### config.mk
export PLATFORM = sky130hd
export DESIGN_NAME = ram_sp_arbiter
export DESIGN_NICKNAME = d
export VERILOG_FILES = /design/src/rtl/ram_sp_arbiter.sv
export SDC_FILE = /design/constraint.sdc
export NUM_CORES = 1
export LEC_CHECK = 0
export CAP_MARGIN = 20
export CORE_MARGIN = 2
export CORE_UTILIZATION = 37
export CTS_CLUSTER_DIAMETER = 80
export DETAILED_ROUTE_END_ITERATION = 8
export PLACE_DENSITY = 0.81
export REMOVE_ABC_BUFFERS = 1
export SLEW_MARGIN = 15
export SYNTH_ARGS = -nofsm -noshare
export SYNTH_HDL_FRONTEND = slang
export SYNTH_SLANG_ARGS = --single-unit
### constraint.sdc
create_clock -name clk -period 1.1 [get_ports clk]
set_clock_uncertainty 0.2 [all_clocks]
set_input_delay 0.22 -clock clk [delete_from_list [all_inputs] [get_ports clk]]
set_output_delay 0.22 -clock clk [all_outputs]
set_load 0.005 [all_outputs]
### src/rtl/ram_sp_arbiter.sv
// Two-requester arbiter/sequencer for a 64x8 single-port RAM with registered port outputs.
// Define ARB_ROUND_ROBIN_EN for round-robin tie breaking; default is fixed priority to requester 0.
module ram_sp_arbiter #(
  parameter int ADDR_W = 6,
  parameter int DATA_W = 8
) (
  input  logic              clk,
  input  logic              rst_n,
  input  logic              req0_valid,
  output logic              req0_ready,
  input  logic              req0_we,
  input  logic [ADDR_W-1:0] req0_addr,
  input  logic [DATA_W-1:0] req0_wdata,
  input  logic              req1_valid,
  output logic              req1_ready,
  input  logic              req1_we,
  input  logic [ADDR_W-1:0] req1_addr,
  input  logic [DATA_W-1:0] req1_wdata,
  output logic              rsp0_valid,
  output logic              rsp1_valid,
  output logic [DATA_W-1:0] rsp_data,
  output logic              ram_we,
  output logic [ADDR_W-1:0] ram_write_addr,
  output logic [ADDR_W-1:0] ram_read_addr,
  output logic [DATA_W-1:0] ram_data_in,
  input  logic [DATA_W-1:0] ram_data_out
);

  logic              gnt0, gnt1, accept;
  logic              sel_we;
  logic [ADDR_W-1:0] sel_addr;
  logic [DATA_W-1:0] sel_wdata;

  logic              ram_we_q, ram_we_d;
  logic [ADDR_W-1:0] wr_addr_q, wr_addr_d;
  logic [ADDR_W-1:0] rd_addr_q, rd_addr_d;
  logic [DATA_W-1:0] wdata_q, wdata_d;
  logic              tag_vld_q, tag_vld_d;
  logic              tag_id_q, tag_id_d;
  logic              rsp0_q, rsp0_d;
  logic              rsp1_q, rsp1_d;

`ifdef ARB_ROUND_ROBIN_EN
  // last_q = 1 means requester 1 was granted most recently, so requester 0 wins the next tie.
  logic last_q, last_d;
`endif

  always_comb begin
    gnt0 = 1'b0;
    gnt1 = 1'b0;
    if (rst_n) begin
      if (req0_valid && req1_valid) begin
`ifdef ARB_ROUND_ROBIN_EN
        gnt0 = last_q;
        gnt1 = ~last_q;
`else
        gnt0 = 1'b1;
`endif
      end else begin
        gnt0 = req0_valid;
        gnt1 = req1_valid;
      end
    end
  end

  assign req0_ready = gnt0;
  assign req1_ready = gnt1;
  assign accept     = gnt0 | gnt1;
  assign sel_we     = gnt1 ? req1_we    : req0_we;
  assign sel_addr   = gnt1 ? req1_addr  : req0_addr;
  assign sel_wdata  = gnt1 ? req1_wdata : req0_wdata;

  always_comb begin
    ram_we_d  = accept & sel_we;
    wr_addr_d = wr_addr_q;
    wdata_d   = wdata_q;
    rd_addr_d = rd_addr_q;
    if (accept && sel_we) begin
      wr_addr_d = sel_addr;
      wdata_d   = sel_wdata;
    end
    if (accept && !sel_we) begin
      rd_addr_d = sel_addr;
    end
    // Tag stage 1 follows the address into the RAM; stage 2 is the response strobe itself.
    tag_vld_d = accept & ~sel_we;
    tag_id_d  = gnt1;
    rsp0_d    = tag_vld_q & ~tag_id_q;
    rsp1_d    = tag_vld_q & tag_id_q;
  end

  always_ff @(posedge clk or negedge rst_n) begin
    if (!rst_n) begin
      ram_we_q  <= 1'b0;
      wr_addr_q <= '0;
      rd_addr_q <= '0;
      wdata_q   <= '0;
      tag_vld_q <= 1'b0;
      tag_id_q  <= 1'b0;
      rsp0_q    <= 1'b0;
      rsp1_q    <= 1'b0;
    end else begin
      ram_we_q  <= ram_we_d;
      wr_addr_q <= wr_addr_d;
      rd_addr_q <= rd_addr_d;
      wdata_q   <= wdata_d;
      tag_vld_q <= tag_vld_d;
      tag_id_q  <= tag_id_d;
      rsp0_q    <= rsp0_d;
      rsp1_q    <= rsp1_d;
    end
  end

`ifdef ARB_ROUND_ROBIN_EN
  always_comb begin
    last_d = accept ? gnt1 : last_q;
  end

  always_ff @(posedge clk or negedge rst_n) begin
    if (!rst_n) begin
      last_q <= 1'b1;
    end else begin
      last_q <= last_d;
    end
  end
`endif

  assign ram_we         = ram_we_q;
  assign ram_write_addr = wr_addr_q;
  assign ram_read_addr  = rd_addr_q;
  assign ram_data_in    = wdata_q;
  assign rsp0_valid     = rsp0_q;
  assign rsp1_valid     = rsp1_q;
  assign rsp_data       = ram_data_out;

endmodule

==> out/results.env, run 1 <==
CELL_AREA_AFTER_SYNTHESIS_UM2=1240
TOTAL_AREA_OF_SEQUENTIAL_CELLS_UM2=626
HOLDCRITPATHCLASS='in2async'
SYNTHTOLAYOUTAREAGROWTH_PCT=71.7
FIN_CRIT_PS=1320
WORST_IR_DROP_VDD_uV=432
POWER.DENSITY_CELL_AREA_nW_PER_UM2=1190
FINALWEIGHTEDCONGESTION=0.678
CRIT_PATH_END_KIND='flip-flop'
FMAXACHIEVABLE_MHz=760
OUTCOME='finished, violations left'
FILL_CELLS=223
CTS_TREE='built'
POSTSYNTHCELLCOUNT=81
MULTIINPUTGATEAREA_UM2=588
CRITPATHKIND='in2reg'
WORSTSETUPSTARTPOINTTYPE='input port'
POST-SYNTH-TOP-COUNT-CELL='dfrtp_1'
FIN_SETUP_TNS_PS=-7280
SYNTH.LIB_CELLS_USED.DISTINCT=15
FP-ROW-COUNT=21
MAXCAPVIOLCOUNT=0
VIOLATED_CHECKS='setup timing'
FINAL_CELL_COUNT_WITHOUT_FILLERS=214
CTS-ROOT-BUF='clkbuf_4'
SYNTHDOMINANTCELLAREASHARE=0.505
GRT_PASS1_VIAS=964
DP_HPWL_MM=2.22
DRT_PASS1_ITERATIONS=4
INITIAL_UTILIZATION=0.377
GRT_START_MAX_NET_PINS=20
CTS-ROOT-TO-SINK-BUFFERS=2
FINALSETUPVIOLCOUNT=44
GRT_PASS1_WL_MM=4.31
P_LEAK_uW=0.00108
FINAL_HOLD_VIOL_COUNT=0
CTS.SINK_COUNT=25
GRT_USE_TOTAL=0.155
NETLIST.TOP_CELL.BY_AREA='dfrtp_1'
IO_PINS=75
CTS_MADE_BUFFERS=3
TIMING_WORST_SLEW_PIN_VALUE_PS=247
ASYNC_FLOP_SHARE=1.00
FINAL_LAYOUT_SIZE_SUFFIX_GT1_FRAC=0.619
FINAL_GLOBAL_ROUTE_OVERFLOW_TOTAL=0
POSTLAYOUTSETUPSLACKWORST_PS=-215
WL_PER_CELL_UM=15.1
CLK-INSERTION-DELAY-LATE_PS=300
MAXSLEWVIOLCOUNT=0
COREAREA_UM2=3280
NUMBER_OF_BUFFERS_INSERTED_BY_PORT_BUFFERING=58
PLACE.DETAILED.INSTANCES=189
ANTENNA_FOUND_INITIAL=0
SYNTH_ENABLE_FLOP_CELLS=0
SLEW_HEADROOM=0.835
ANTENNA_DIODE_COUNT=0
DIE-WIDTH_UM=61.9
SYNTH.FF_LATCH_COUNT=25
ANTENNA_VIOLATING_NETS_POST_ROUTE=0
SYNTH_FF_TYPE='dfrtp_1'
SYNTH.CELLS.MOST_FREQUENT='25 x dfrtp_1, 19 x mux2_2, 15 x mux2_4'
HOLD_WS_PS=209
NUM-NETS-FINAL=211
YOSYSWARNINGS=0
TIMING.FINAL.CRIT_SHARE=1.20
ROUTE.DETAILED.DRC=0
WORST_EP_ARRIVAL_TIME_PS=1320
SYNTH_AREA_LEADERS='dfrtp_1 51%, mux2_4 18%, mux2_2 17%'
RSZ0062_AT_GRT='yes'
CLOCK_PIN_SLEW_WORST_SETUP_AND_HOLD_PATHS_PS=130
DESIGN.DIE.AREA_UM2=3830
VIAS=977
AVGVIACOUNTPERCELL=4.57
CP_MAX_FO=7
CLOCK_TREE.HTREE_LEVEL_COUNT=1
POSTSYNTHAREAPERCELL_UM2=15.3
DIE_HEIGHT_UM=61.9
TOTAL_POWER_uW=2540
WORST-ENDPOINT-REQUIRED_PS=1110
INITIALDRTVIOLATIONCOUNT=11
FINALWIRELENGTH_MM=3.23
SEQ_AREA_FRAC_SYNTH=0.505
==> sequential cells by signal, summed over array words and instances (netlist names) <==
name            cells
tag_id_q            1
tag_vld_q           1
ram_we              1
rsp0_valid          1
ram_write_addr      6
ram_data_in         8
rsp1_valid          1
ram_read_addr       6
==> area by class of cell <==
cell class / count / area share
Multi-Input combinational cell: 44 / 0.276
Timing Repair Buffer: 94 / 0.387
Inverter: 1 / 0.00294
Tap cell: 46 / 0.0271
Sequential cell: 25 / 0.294
Clock buffer: 4 / 0.0124
==> final timing paths <==
kind | from | end | slack (ps) | cells after the start
min in group clk | req0_valid | tag_vld_q | 210 | 4
max | req0_valid | ram_write_addr[0] | -220 | 6
max reg2reg | ram_write_addr[3] | ram_write_addr[3] | -130 | 3
min reg2reg | tag_id_q | rsp0_valid | 270 | 1
max in group asynchronous | rst_n | ram_read_addr[4] | 250 | 5
min | rst_n | rsp1_valid | 210 | 3
==> repair_timing <==
action                     CTS  global route
resized for setup          128            24
setup endpoints to repair   48            45
pin swaps                    4             3
gates cloned                 1             0
hold buffers                 2             0
hold endpoints to repair    25             0
setup buffers               12             6
==> cell usage in the layout, fill, tap and decap left out <==
cell type / n
nand3b_4: 1
and2_1: 1
buf_6: 12
nand3b_1: 1
dlygate4sd3_1: 2
inv_4: 1
buf_2: 24
clkbuf_1: 1
clkbuf_2: 1
dfrtp_1: 25
bufbuf_16: 1
clkdlybuf4s50_1: 28
clkbuf_4: 3
nand2_1: 1
buf_8: 1
mux2_4: 32
buf_12: 2
o21a_1: 1
and2_4: 1
nor3b_1: 1
mux2_2: 2
a21boi_2: 1
clkdlybuf4s15_1: 1
nor2b_1: 2
buf_4: 22
==> worst max-delay path, cell delays in order <==
cell      delay, ps
buf_8           100
nand3b_4        150
buf_6           150
buf_12          140
mux2_4          300
mux2_4          260
==> layer usage <==
layer,vias up,global-route usage,wire length [µm]
met5,-,0,0
met4,0,0.0274,0
met3,0,0.0538,288
met2,47,0.287,1670
met1,480,0.173,1270
li1,450,-,-
==> through the flow <==
stage | util | setup slack [ps] | instance area, µm²
5_1_grt | 0.648 | -222 | 2130
3_5_place_dp | 0.587 | -945 | 1930
2_1_floorplan | - | -549 | 1150
6_report | 0.648 | -215 | 2130
4_1_cts | 0.614 | -194 | 2020
3_3_place_gp | 0.587 | -900 | 1930
==> power by group <==
part | internal (µW) | switching [µW]
combinational | 692 | 289
sequential | 1080 | 83.7
clock | 141 | 248
==> cell families after synthesis <==
| family | synth area share |
|---|---|
| AOI/OAI and AO/OA | 0.0152 |
| buffers and inverters | 0.0737 |
| DFF | 0.505 |
| muxes | 0.355 |
| and+or+nand+nor | 0.0515 |
No activity file was read; power rests on OpenSTA's default activity.
==> run 2: changes to the inputs <==
Settings changed: ABC_AREA set to 1, CORE_UTILIZATION 37 to 38.
==> run 2 against run 1 <==
Net effect:
- the flow still finishes with violations (setup timing)
- die area rose by 4.5%
- register-to-register slack better by 110 ps
- clock-buffer cell count unchanged
- final area shrank 2.1%
==> out/results.env, run 2 <==
VIOLATED_CHECKS='setup timing'
CLOCK_PIN_SLEW_WORST_SETUP_AND_HOLD_PATHS_PS=140
GROUTE.LAYER.MET2.USAGE=0.339
CTS-HOLD-FIX-BUFFERS=3
GLOBAL_ROUTE.USAGE.MET3=0.0536
POWER.DENSITY_CELL_AREA_nW_PER_UM2=1140
FINAL_HOLD_VIOL_COUNT=0
WORST_PATH_CELL_WITH_THE_LONGEST_STAGE_DELAY='dfrtp_1'
TIMING.FINAL.CRIT_SHARE=1.17
IO_PINS=75
FIN_CRIT_PS=1280
PLACE_WS_PS=-791
YOSYSWARNINGS=0
NUMBER_OF_BUFFERS_INSERTED_BY_PORT_BUFFERING=58
POST-SYNTH-TOP-COUNT-CELL='nand2_1'
POSTSYNTHAREAPERCELL_UM2=7.94
DIE-WIDTH_UM=63.2
CRITICAL_PATH.CELL_CHAIN='buf_2'
CP_DELAY_BY_FAMILY_TOP='flip-flops'
OUTCOME='finished, violations left'
NUM-NETS-FINAL=292
GRT_PASS1_WL_MM=6.60
MOST_COMMON_LIBRARY_CELL_IN_THE_LAYOUT_IGNORING_FILL_AND_TAPS='nand2_1'
CTS.SINK_COUNT=25
REG2REG_DEPTH=5
GRT_USE_TOTAL=0.205
SYNTH_FF_TYPE='dfrtp_1'
CRITPATHKIND='reg2out'
AVGVIACOUNTPERCELL=4.79
INSTANCE_AREA_AFTER_PLACEMENT_UM2=1980
POSTLAYOUTSETUPSLACKWORST_PS=-184
CRIT_PATH_END_KIND='output pin'
COREAREA_UM2=3360
FMAXACHIEVABLE_MHz=779
SLEW_HEADROOM=0.798
NETSWITCHINGFRACTION=0.298
SYNTHTOLAYOUTAREAGROWTH_PCT=56.1
CRITICAL_PATH_CELL_COUNT=1
DRT_PASS1_ITERATIONS=4
GRT_PASS1_VIAS=1387
SYNTH_AREA_LEADERS='dfrtp_1 47%, nand2_1 20%, nand3_1 7.9%'
FINALSETUPVIOLCOUNT=24
WORST_EP_ARRIVAL_TIME_PS=860
CLOCK_TREE.HTREE_LEVEL_COUNT=1
MAXCAPVIOLCOUNT=0
INITIALDRTVIOLATIONCOUNT=43
POSTSYNTHCELLCOUNT=168
PATH_BUF_INV=1
SYNTH.FF_LATCH_COUNT=25
SYNTH.CELLS.MOST_FREQUENT='72 x nand2_1, 25 x dfrtp_1, 21 x nand3_1'
CTS_TREE='built'
NETSWITCHINGPOWER_uW=708
FINALWIRELENGTH_MM=3.94
CP_MAX_FO=2
FINAL_LAYOUT_SIZE_SUFFIX_GT1_FRAC=0.321
SEQ_AREA_FRAC_SYNTH=0.469
FIN_SETUP_TNS_PS=-3540
FILL_CELLS=338
USE_MET1=0.268
FINAL_GLOBAL_ROUTE_OVERFLOW_TOTAL=0
GRT_BUSIEST_LAYER='met2'
HOLD_WS_PS=4.49
SYNTH.LIB_CELLS_USED.DISTINCT=14
MAXSLEWVIOLCOUNT=0
TIMING_WORST_SLEW_PIN_VALUE_PS=302
DIE_HEIGHT_UM=63.2
WL_PER_CELL_UM=13.3
FP-ROW-COUNT=21
WORST-ENDPOINT-REQUIRED_PS=680
FINAL_UTIL=0.619
CELL_AREA_AFTER_SYNTHESIS_UM2=1330
ANTENNA_DIODE_COUNT=0
MOST-COMMON-LAYOUT-CELLS='67 x nand2_1, 30 x buf_4, 28 x clkdlybuf4s50_1'
ANTENNA_FOUND_INITIAL=0
ASYNC_FLOP_SHARE=1.00
ROUTE.DETAILED.DRC=0
CLOCK_POWER_SHARE=0.170
VIAS=1413
CTS_MADE_BUFFERS=3
WORSTSETUPSTARTPOINTTYPE='flip-flop'
SYNTH_ENABLE_FLOP_CELLS=0
POWER.INTERNAL_uW=1670
FLIP_FLOP_COUNT_OF_THE_LARGEST_REGISTER_ALL_COPIES_AND_WORDS_ADDED=8
ANTENNA_VIOLATING_NETS_POST_ROUTE=0
P_SEQ_FRAC=0.474
CLK-INSERTION-DELAY-LATE_PS=300
HOLDCRITPATHCLASS='in2async'
SYNTHDOMINANTCELLAREASHARE=0.469
CTS-ROOT-TO-SINK-BUFFERS=2
CTS-ROOT-BUF='clkbuf_4'
DESIGN.DIE.AREA_UM2=4000
POWER.COMBINATIONAL.FRACTION=0.356
WORST_IR_DROP_VDD_uV=581
P_LEAK_uW=0.00116
FINAL_AREA_UM2=2080
RSZ0062_AT_GRT='yes'
NETLIST.TOP_CELL.BY_AREA='dfrtp_1'
DP_HPWL_MM=2.71
CRITICAL_PATH.MAX_STAGE_DELAY_PS=420
INITIAL_UTILIZATION=0.397
GRT_START_MAX_NET_PINS=15
FINALWEIGHTEDCONGESTION=0.805
-- run 2: per-layer routing --
layer / up-vias / wire length (µm)
li1: 700 / -
met1: 642 / 1660
met2: 65 / 1960
met3: 6 / 270
met4: 0 / 51
met5: - / 0
-- run 2: cell families (layout without fill, tap and decap cells) --
group                  after synthesis  in the layout  synth area share
buffers and inverters               26            106             0.118
flip-flops                          25             25             0.469
AND/OR/NAND/NOR                    117            118             0.413
-- run 2: timing repair --
item / in CTS / in global routing
pin swaps: 6 / 2
setup buffers: 8 / 6
endpoints found under the hold margin: 14 / 1
gates cloned: 1 / 0
gates resized for setup: 121 / 5
endpoints found under the setup margin: 47 / 25
-- run 2: power by group through the flow --
stage | Clock (µW) | Combinational [µW] | Sequential, µW
after floorplan | 0 | 226 | 1160
after global placement | 0 | 805 | 1160
after detailed placement | 0 | 824 | 1160
after CTS | 425 | 779 | 1130
after global routing | 483 | 933 | 1150
final | 405 | 846 | 1130
-- run 2: final timing paths --
path                                   startpoint                 to  slack (ps)
worst max-delay path            ram_write_addr[4]  ram_write_addr[4]        -180
worst min-delay path                        rst_n  ram_write_addr[5]           4
worst max register to register     ram_data_in[3]     ram_data_in[3]         -20
worst min register to register           tag_id_q         rsp0_valid         230
max in group asynchronous                   rst_n     ram_data_in[3]          40
min in group clk                       req0_valid           tag_id_q          10
-- run 2: layout make-up --
cell class              count  area [µm²]  share of cell area
repair buffers             94         739               0.355
clock buffers               4        26.3              0.0126
flip-flops and latches     25         626               0.300
multi-input cells         118         603               0.290
inverters                   8        30.0              0.0144
well taps                  46        57.6              0.0276
-- run 2: metrics by stage --
| step | cells | total power, µW |
|---|---|---|
| after floorplan | 150 | 1390 |
| after global placement | 273 | 1960 |
| after detailed placement | 273 | 1980 |
| after CTS | 289 | 2330 |
| after global routing | 295 | 2560 |
| final | 295 | 2380 |
